File: src/rtl/frame_v_average_if.sv
// frame_v_average_if: pixel-in and average-out req/ack handshakes.
interface frame_v_average_if;
  logic [7:0] pixel_v_in;
  logic       recv_req;
  logic       frame_end;
  logic       recv_ack;
  logic [7:0] avg_v;
  logic       send_req;
  logic       send_ack;
  modport master (output pixel_v_in, recv_req, frame_end, send_ack, input recv_ack, avg_v, send_req);
  modport slave  (input pixel_v_in, recv_req, frame_end, send_ack, output recv_ack, avg_v, send_req);
endinterface

File: src/rtl/frame_v_average.sv
// frame_v_average: accumulates a frame of pixel V values, then divides sum by count with round-half-up.
module frame_v_average #(
  parameter int PIX_CNT_W = 20,
  parameter int ACC_W     = PIX_CNT_W + 8
) (
  input  logic              clk,
  input  logic              reset,
  frame_v_average_if.slave  bus
);
  localparam int IT_W = $clog2(ACC_W + 1);
  typedef enum logic [1:0] {ACCUM, DIVIDE, HOLD} state_t;
  state_t               r_state, w_state_nxt;
  logic [ACC_W-1:0]     r_sum, r_quo, w_sum_nxt, w_trial, w_quo_nxt;
  logic [ACC_W-2:0]     r_rem, w_rem_nxt;
  logic [PIX_CNT_W-1:0] r_cnt, w_cnt_nxt;
  logic [IT_W-1:0]      r_iter;
  logic [7:0]           r_avg;
  logic                 r_send_req, w_accept, w_last, w_ge, w_done;
  assign bus.recv_ack = r_state == ACCUM;
  assign bus.avg_v    = r_avg;
  assign bus.send_req = r_send_req;
  assign w_accept     = bus.recv_req & bus.recv_ack;
  assign w_sum_nxt    = r_sum + ACC_W'(bus.pixel_v_in);
  assign w_cnt_nxt    = r_cnt + PIX_CNT_W'(1);
  // a full counter forces the frame to close even without frame_end
  assign w_last       = bus.frame_end | (&w_cnt_nxt);
  // restoring division: remainder stays below count, so its top bit is never needed
  assign w_trial      = {r_rem, r_quo[ACC_W-1]};
  assign w_ge         = w_trial >= ACC_W'(r_cnt);
  assign w_rem_nxt    = w_ge ? (ACC_W-1)'(w_trial - ACC_W'(r_cnt)) : w_trial[ACC_W-2:0];
  assign w_quo_nxt    = {r_quo[ACC_W-2:0], w_ge};
  assign w_done       = r_iter == IT_W'(ACC_W - 1);
  always_comb begin
    w_state_nxt = r_state;
    if (w_accept && w_last) w_state_nxt = DIVIDE;
    if (r_state == DIVIDE && w_done) w_state_nxt = HOLD;
    if (r_state == HOLD && bus.send_ack) w_state_nxt = ACCUM;
  end
  always_ff @(posedge clk or negedge reset)
    if (!reset) r_state <= ACCUM;
    else r_state <= w_state_nxt;
  always_ff @(posedge clk or negedge reset)
    if (!reset) begin
      r_sum      <= '0;
      r_cnt      <= '0;
      r_quo      <= '0;
      r_rem      <= '0;
      r_iter     <= '0;
      r_avg      <= '0;
      r_send_req <= 1'b0;
    end else begin
      if (w_accept) begin
        r_sum  <= w_sum_nxt;
        r_cnt  <= w_cnt_nxt;
        r_quo  <= w_sum_nxt + ACC_W'(w_cnt_nxt >> 1);
        r_rem  <= '0;
        r_iter <= '0;
      end
      if (r_state == DIVIDE) begin
        r_rem  <= w_rem_nxt;
        r_quo  <= w_quo_nxt;
        r_iter <= r_iter + IT_W'(1);
        if (w_done) begin
          r_avg      <= |w_quo_nxt[ACC_W-1:8] ? 8'hFF : w_quo_nxt[7:0];
          r_send_req <= 1'b1;
        end
      end
      if (r_state == HOLD && bus.send_ack) begin
        r_send_req <= 1'b0;
        r_sum      <= '0;
        r_cnt      <= '0;
      end
    end
endmodule

File: src/flat_wrapper.sv
// flat-port wrapper written by rule: the top's interface ports become plain ports
module frame_v_average_flat 
#(
  parameter int PIX_CNT_W = 20,
  parameter int ACC_W     = PIX_CNT_W + 8
)
  (clk, reset, bus_pixel_v_in, bus_recv_req, bus_frame_end, bus_send_ack, bus_recv_ack, bus_avg_v, bus_send_req);
  frame_v_average_if bus_i ();
  input  logic clk;
  input  logic reset;
  input wire logic [$bits(bus_i.pixel_v_in)-1:0] bus_pixel_v_in;
  input wire logic [$bits(bus_i.recv_req)-1:0] bus_recv_req;
  input wire logic [$bits(bus_i.frame_end)-1:0] bus_frame_end;
  input wire logic [$bits(bus_i.send_ack)-1:0] bus_send_ack;
  output wire logic [$bits(bus_i.recv_ack)-1:0] bus_recv_ack;
  output wire logic [$bits(bus_i.avg_v)-1:0] bus_avg_v;
  output wire logic [$bits(bus_i.send_req)-1:0] bus_send_req;
  assign bus_i.pixel_v_in = bus_pixel_v_in;
  assign bus_i.recv_req = bus_recv_req;
  assign bus_i.frame_end = bus_frame_end;
  assign bus_i.send_ack = bus_send_ack;
  assign bus_recv_ack = bus_i.recv_ack;
  assign bus_avg_v = bus_i.avg_v;
  assign bus_send_req = bus_i.send_req;
  frame_v_average #(.PIX_CNT_W(PIX_CNT_W), .ACC_W(ACC_W)) u_core (.clk(clk), .reset(reset), .bus(bus_i));
endmodule
File: config.mk
export PLATFORM = sky130hd
export DESIGN_NAME = frame_v_average_flat
export DESIGN_NICKNAME = d
export VERILOG_FILES = /design/src/rtl/frame_v_average_if.sv /design/src/rtl/frame_v_average.sv /design/src/flat_wrapper.sv
export SDC_FILE = /design/constraint.sdc
export NUM_CORES = 1
export LEC_CHECK = 0
export ABC_AREA = 1
export ABC_CLOCK_PERIOD_IN_PS = 3100
export CAP_MARGIN = 20
export CORE_AREA = 2 2 131 133
export DETAILED_ROUTE_END_ITERATION = 6
export DIE_AREA = 0 0 133 135
export PLACE_DENSITY = 0.75
export SLEW_MARGIN = 15
export SYNTH_ARGS = -nofsm -noshare
export SYNTH_HDL_FRONTEND = slang
export SYNTH_SLANG_ARGS = --single-unit
export TNS_END_PERCENT = 100
File: constraint.sdc
create_clock -name clk -period 3.1 [get_ports clk]
set_clock_uncertainty 0.2 [all_clocks]
set_input_delay 0.31 -clock clk [delete_from_list [all_inputs] [get_ports clk]]
set_output_delay 0.31 -clock clk [all_outputs]
set_load 0.01 [all_outputs]
Word-level counts from Yosys, hierarchy flattened
Index checks and enable logic that the tools add are counted.
{"block": "word_totals", "register_bits": 119, "latchBits": 0, "ram_bits": 0, "rom_bits": 0, "output_inout_bits": 10, "word_cells": 50, "n_memories": 0}
{"block": "classes", "addsub": 5, "multipliers": 0, "div_mod_pow": 0, "order_cmp": 1, "eq_ne": 3, "shifts": 0, "muxes": 18, "bitwise_logic": 2, "n_reduce_logical": 13}
{"cell": "2-to-1 mux 28 bit", "n": 4}
{"cell": "2-to-1 mux 27 bit", "n": 3}
{"cell": "2-to-1 mux 20 bit", "n": 2}
{"cell": "adder 28 x 19 -> 28 bit", "n": 1}
{"cell": "adder 28 x 8 -> 28 bit", "n": 1}
{"cell": ">= comparator 28 x 20 -> 1 bit", "n": 1}
{"cell": "subtractor 27 x 20 -> 27 bit", "n": 1}
{"cell": "adder 20 x 1 -> 20 bit, second input constant", "n": 1}
{"cell": "AND reduction 20 bit", "n": 1}
{"cell": "OR reduction 20 bit", "n": 1}
{"cell": "2-to-1 mux 5 bit", "n": 2}
{"cell": "2-to-1 mux 8 bit", "n": 1}
{"cell": "nonzero test 2 bit", "n": 4}
{"cell": "2-to-1 mux 2 bit", "n": 3}
{"cell": "adder 5 x 1 -> 5 bit, second input constant", "n": 1}
{"cell": "equality test 5 bit, second input constant", "n": 1}
{"cell": "AND reduction 2 bit", "n": 2}
{"cell": "logical AND 1 bit", "n": 3}
{"cell": "2-to-1 mux 1 bit", "n": 3}
{"cell": "nonzero test 3 bit", "n": 1}
{"cell": "equality test 2 x 1 -> 1 bit, second input constant", "n": 1}
{"cell": "equality test 2 bit, second input constant", "n": 1}
{"cell": "zero test 2 bit", "n": 1}
{"cell": "bitwise AND 1 bit", "n": 1}
{"cell": "OR 1 bit", "n": 1}

Longest topological paths before layout
{"block": "logic_depth", "depth_word": 7, "mapped_depth": 23, "depth_no_buf": 23}

Worst setup path after synthesis
OpenSTA, ideal clock, no wires.
{"block": "synth_timing", "path_kind": "register to register", "startpoint": "register u_core.r_sum[0]", "endpoint": "register u_core.r_quo[25]", "arrival_time_ns": 2.830, "required_time_ns": 2.779, "path_slack_ns": -0.052, "stages_incl_launch_ff": 22, "path_buffers": 0, "synth_period_minus_slack_ns": 3.152, "path_cell_list": "dfrtp_1 -> ha_1 -> fa_1 -> nand3_1 -> nand2_1 -> nand2_1 -> nand2_1 -> nand2_1 -> nor2_1 -> xor2_1 -> ha_1 -> nand2_1 -> inv_1 -> nand2_1 -> nor3_1 -> nand3_1 -> nand3_1 -> nand4_1 -> nand2_2 -> nand3_1 -> nand3_1 -> nand2_1"}
{"block": "synth_between", "elab_chain_cells": 4}
{"item": "start, declared", "line_no": "frame_v_average.sv:13", "text": "logic [ACC_W-1:0] r_sum, r_quo, w_sum_nxt, w_trial, w_quo_nxt;"}
{"item": "start signal, assigned", "line_no": "frame_v_average.sv:53", "text": "r_sum <= w_sum_nxt;"}
{"item": "adder 28 x 8 -> 28 bit", "line_no": "frame_v_average.sv:23", "text": "assign w_sum_nxt = r_sum + ACC_W'(bus.pixel_v_in);"}
{"item": "adder 28 x 19 -> 28 bit", "line_no": "frame_v_average.sv:55", "text": "r_quo <= w_sum_nxt + ACC_W'(w_cnt_nxt >> 1);"}
{"item": "2-to-1 mux 28 bit", "line_no": "frame_v_average.sv:52", "text": "if (w_accept) begin"}
{"item": "2-to-1 mux 28 bit", "line_no": "frame_v_average.sv:59", "text": "if (r_state == DIVIDE) begin"}
{"item": "end signal, assigned", "line_no": "frame_v_average.sv:55"}
{"item": "end signal, assigned", "line_no": "frame_v_average.sv:61", "text": "r_quo <= w_quo_nxt;"}
{"item": "end, declared", "line_no": "frame_v_average.sv:13"}
No other way between the ends. The select of a mux whose other input is x is not followed.
A chain may end at the register's enable or synchronous reset.

Worst setup path after layout
{"block": "layout_timing", "startpoint": "register u_core.r_sum[2]", "endpoint": "register u_core.r_quo[14]"}
The elaborated chain is that of the path after synthesis.

==> results_dict.tcl <==
set metrics [dict create \
    firstDrtPassIters 6 \
    synth_compound_area_frac 0.138 \
    overflow 0 \
    grt_use_total 0.336 \
    cts_tree "built" \
    drv_slew 0 \
    synthXorXnorAreaFrac 0.0619 \
    vias_per_cell 5.84 \
    synth_area_per_cell_sq_um 7.09 \
    max_cap_violations 0 \
    vias 10100 \
    period_needed_ns 3.58 \
    dp_hpwl_microns 20300 \
    synth_cell_types 50 \
    end_kind "flip-flop" \
    fin_cells 1724 \
    setup_viol 23 \
    async_flop_share 1.00 \
    routedWlPerCell_microns 18.4 \
    peakVddDrop_mv 0.716 \
    die_area_sq_mm 0.0180 \
    muxShareOfSynthArea 0.00107 \
    critical_path_class "flip-flop to flip-flop" \
    crit_end "u_core.r_quo[14]$_DFFE_PN0P_" \
    clk_transition_reported_paths_ns 0.06 \
    dieWidth_microns 133 \
    critPathArrivalTime_ns 3.66 \
    synth_area_sq_mm 0.00933 \
    synth_edf_count 0 \
    rsz0062_at_grt "yes" \
    drt-initial-drc-count 1028 \
    die_h_microns 135 \
    cts_buffers 17 \
    violations "setup timing" \
    dp_slack_ns -0.706 \
    r2r_setup_slack_ns -0.48 \
    power_mw 16.1 \
    cts_max_level 4 \
    synthAdderAreaFrac 0.0735 \
    hold_viol_final 0 \
    synth_top_family_by_area "simple AND/OR/NAND/NOR gates" \
    core_area_sq_mm 0.0164 \
    yosysTopAreaCell "dfrtp_1" \
    ys_ff_latch 119 \
    ant_nets 0 \
    ios 23 \
    fmaxAchievable_mhz 279 \
    grt_pass1_vias 9728 \
    fin_setup_tns_ns -6.75 \
    path_max_fanout 4 \
    post-route-util 0.762 \
    syn_nets 1383 \
    gp_congestion 0.990 \
    required_ns 3.18 \
    syn_to_final_growth_pct 34.0 \
    ys_seq_area_frac 0.319 \
    layout-drive-gt1-share 0.271 \
    dp_cells 1661 \
    yosys.area_share.simple 0.327 \
    synth.top_cell.area_share 0.319 \
    run_status "finished, violations left" \
    yosys.cell_count.top_type "nand2_1" \
    worst_pin_slew_ns 0.745 \
    relSlewSlack 0.502 \
    nets 1556 \
    grt_pass1_wl_microns 47600 \
    portBuffers 22 \
    yosys_warnings 0 \
    layout_setup_ws_ns -0.485 \
    cts_root_buffer "clkbuf_16" \
    synthTopCellsByArea "dfrtp_1 (32%), nand2_1 (15%), ha_1 (6.7%)" \
    max-clock-path-buffers 2 \
    initial_utilization 0.569 \
    antenna_found_initial 1 \
    pwr_density_cell_mw_per_mm2 1290 \
    r2r_end "u_core.r_quo[14]$_DFFE_PN0P_" \
    start_kind "flip-flop" \
    startpoint "u_core.r_sum[2]$_DFFE_PN0P_" \
    syn_inst 1317 \
    fin_area_sq_mm 0.0125 \
    drc 0 \
    grt_max_degree 63 \
    worstSkewPairLatency_ns 0.43 \
    min_path_type "primary input to async pin" \
    worstRegToRegCells 16 \
    synth_flop_cell "dfrtp_1" \
    rr_startpoint "u_core.r_sum[2]$_DFFE_PN0P_" \
    row_count 47 \
    placed_cell_area_sq_mm 0.0107 \
    hold_ws_ns 0.148 \
    clock-sinks 119 \
    routed_wl_microns 31700 \
    fin_crit_sh 1.16 \
    yosys-top-cells-count "nand2_1 (370), inv_1 (152), dfrtp_1 (119)" \
    p_leak_nw 6.08 \
]
==> power breakdown <==
part	switching, mW	internal [mW]	total [mW]	leakage [nW]
Clock	0.830	1.21	2.04	0.281
Combinational	6.56	4.59	11.1	4.25
Sequential	0.621	2.26	2.88	1.55
Total	8.01	8.07	16.1	6.08
==> placed cells by master, fill, tap and decap left out, types with 11 or more instances in the layout <==
| master | netlist | final |
|---|---|---|
| o22ai_1 | 26 | 26 |
| clkdlybuf4s50_1 | 0 | 21 |
| dfrtp_1 | 119 | 119 |
| nand3_1 | 96 | 86 |
| ha_1 | 50 | 26 |
| o21ai_1 | 7 | 22 |
| buf_4 | 0 | 156 |
| xnor2_1 | 17 | 17 |
| nor2_2 | 12 | 19 |
| nand2_4 | 4 | 22 |
| nor2_1 | 113 | 97 |
| nor2_4 | 5 | 14 |
| ha_4 | 0 | 24 |
| nand4_1 | 24 | 24 |
| a21oi_1 | 60 | 39 |
| nand2_1 | 370 | 330 |
| a21oi_2 | 1 | 16 |
| clkbuf_16 | 0 | 17 |
| inv_2 | 5 | 14 |
| a22oi_1 | 23 | 23 |
| o21ai_0 | 58 | 42 |
| inv_1 | 152 | 143 |
| o211ai_2 | 11 | 11 |
| nand2_2 | 17 | 39 |
| xor2_1 | 49 | 36 |
| nand3_2 | 7 | 13 |
==> registers in the layout, indices dropped and copies added, names as in the netlist <==
name	cells
u_core.r_cnt	20
u_core.r_iter	5
u_core.bus.send_req	1
u_core.bus.avg_v	8
u_core.r_sum	28
u_core.r_rem	27
u_core.r_state	2
u_core.r_quo	28
==> layout make-up <==
cell class / count / area, sq um
multi-input cells: 1010 / 6580
fillers: 1150 / 3900
flip-flops and latches: 119 / 2980
repair buffers: 184 / 1490
inverters: 158 / 593
clock buffers: 19 / 443
well taps: 220 / 275
clock inverters: 13 / 145
diodes: 1 / 2.50
==> worst max-delay path, stage by stage, from the launching register on <==
cell,delay [ns]
dfrtp_1,0.42
ha_4,0.28
nand2_1,0.22
nand3_4,0.17
nand2_2,0.14
nand2_4,0.07
xor2_1,0.24
ha_1,0.34
a21oi_2,0.18
o21ai_2,0.09
a21oi_2,0.22
inv_1,0.10
nand2_1,0.09
nand2_1,0.08
a21oi_1,0.21
xor2_1,0.25
o21ai_0,0.12
==> kinds of logic (layout without fill, tap and decap cells) <==
logic type / after synthesis / in the layout
other: 0 / 1
XOR/XNOR: 66 / 66
buffers and inverters: 188 / 374
multiplexers: 1 / 1
AND/OR/NAND/NOR: 682 / 682
adder cells (fa/ha/maj): 53 / 53
AO/OA/AOI/OAI: 208 / 208
flip-flops: 119 / 119
==> metal layers <==
layer / global-route usage / wire length (microns)
met5: 0 / 0
met4: 0.185 / 2080
met3: 0.0567 / 2220
met2: 0.589 / 15400
met1: 0.393 / 12000
==> worst min path at each step <==
stage / startpoint / end / slack (ns)
after floorplan: reset / u_core.bus.avg_v[0]$_DFFE_PN0P_ / -0.19
after global placement: reset / u_core.r_rem[3]$_DFFE_PN0P_ / 0.06
after detailed placement: reset / u_core.r_rem[3]$_DFFE_PN0P_ / 0.06
after CTS: reset / u_core.r_cnt[7]$_DFFE_PN0P_ / 0.16
after global routing: reset / u_core.r_cnt[17]$_DFFE_PN0P_ / 0.18
final: reset / u_core.r_cnt[17]$_DFFE_PN0P_ / 0.15
==> timing repair <==
action | 4_1_cts | 5_1_grt
gates resized for setup | 101 | 98
endpoints found under the setup margin | 22 | 23
setup buffers | 10 | 19
endpoints found under the hold margin | 24 | 0
pin swaps | 34 | 47
hold buffers | 1 | 0
Note: power is estimated with default switching activity, not from simulation.
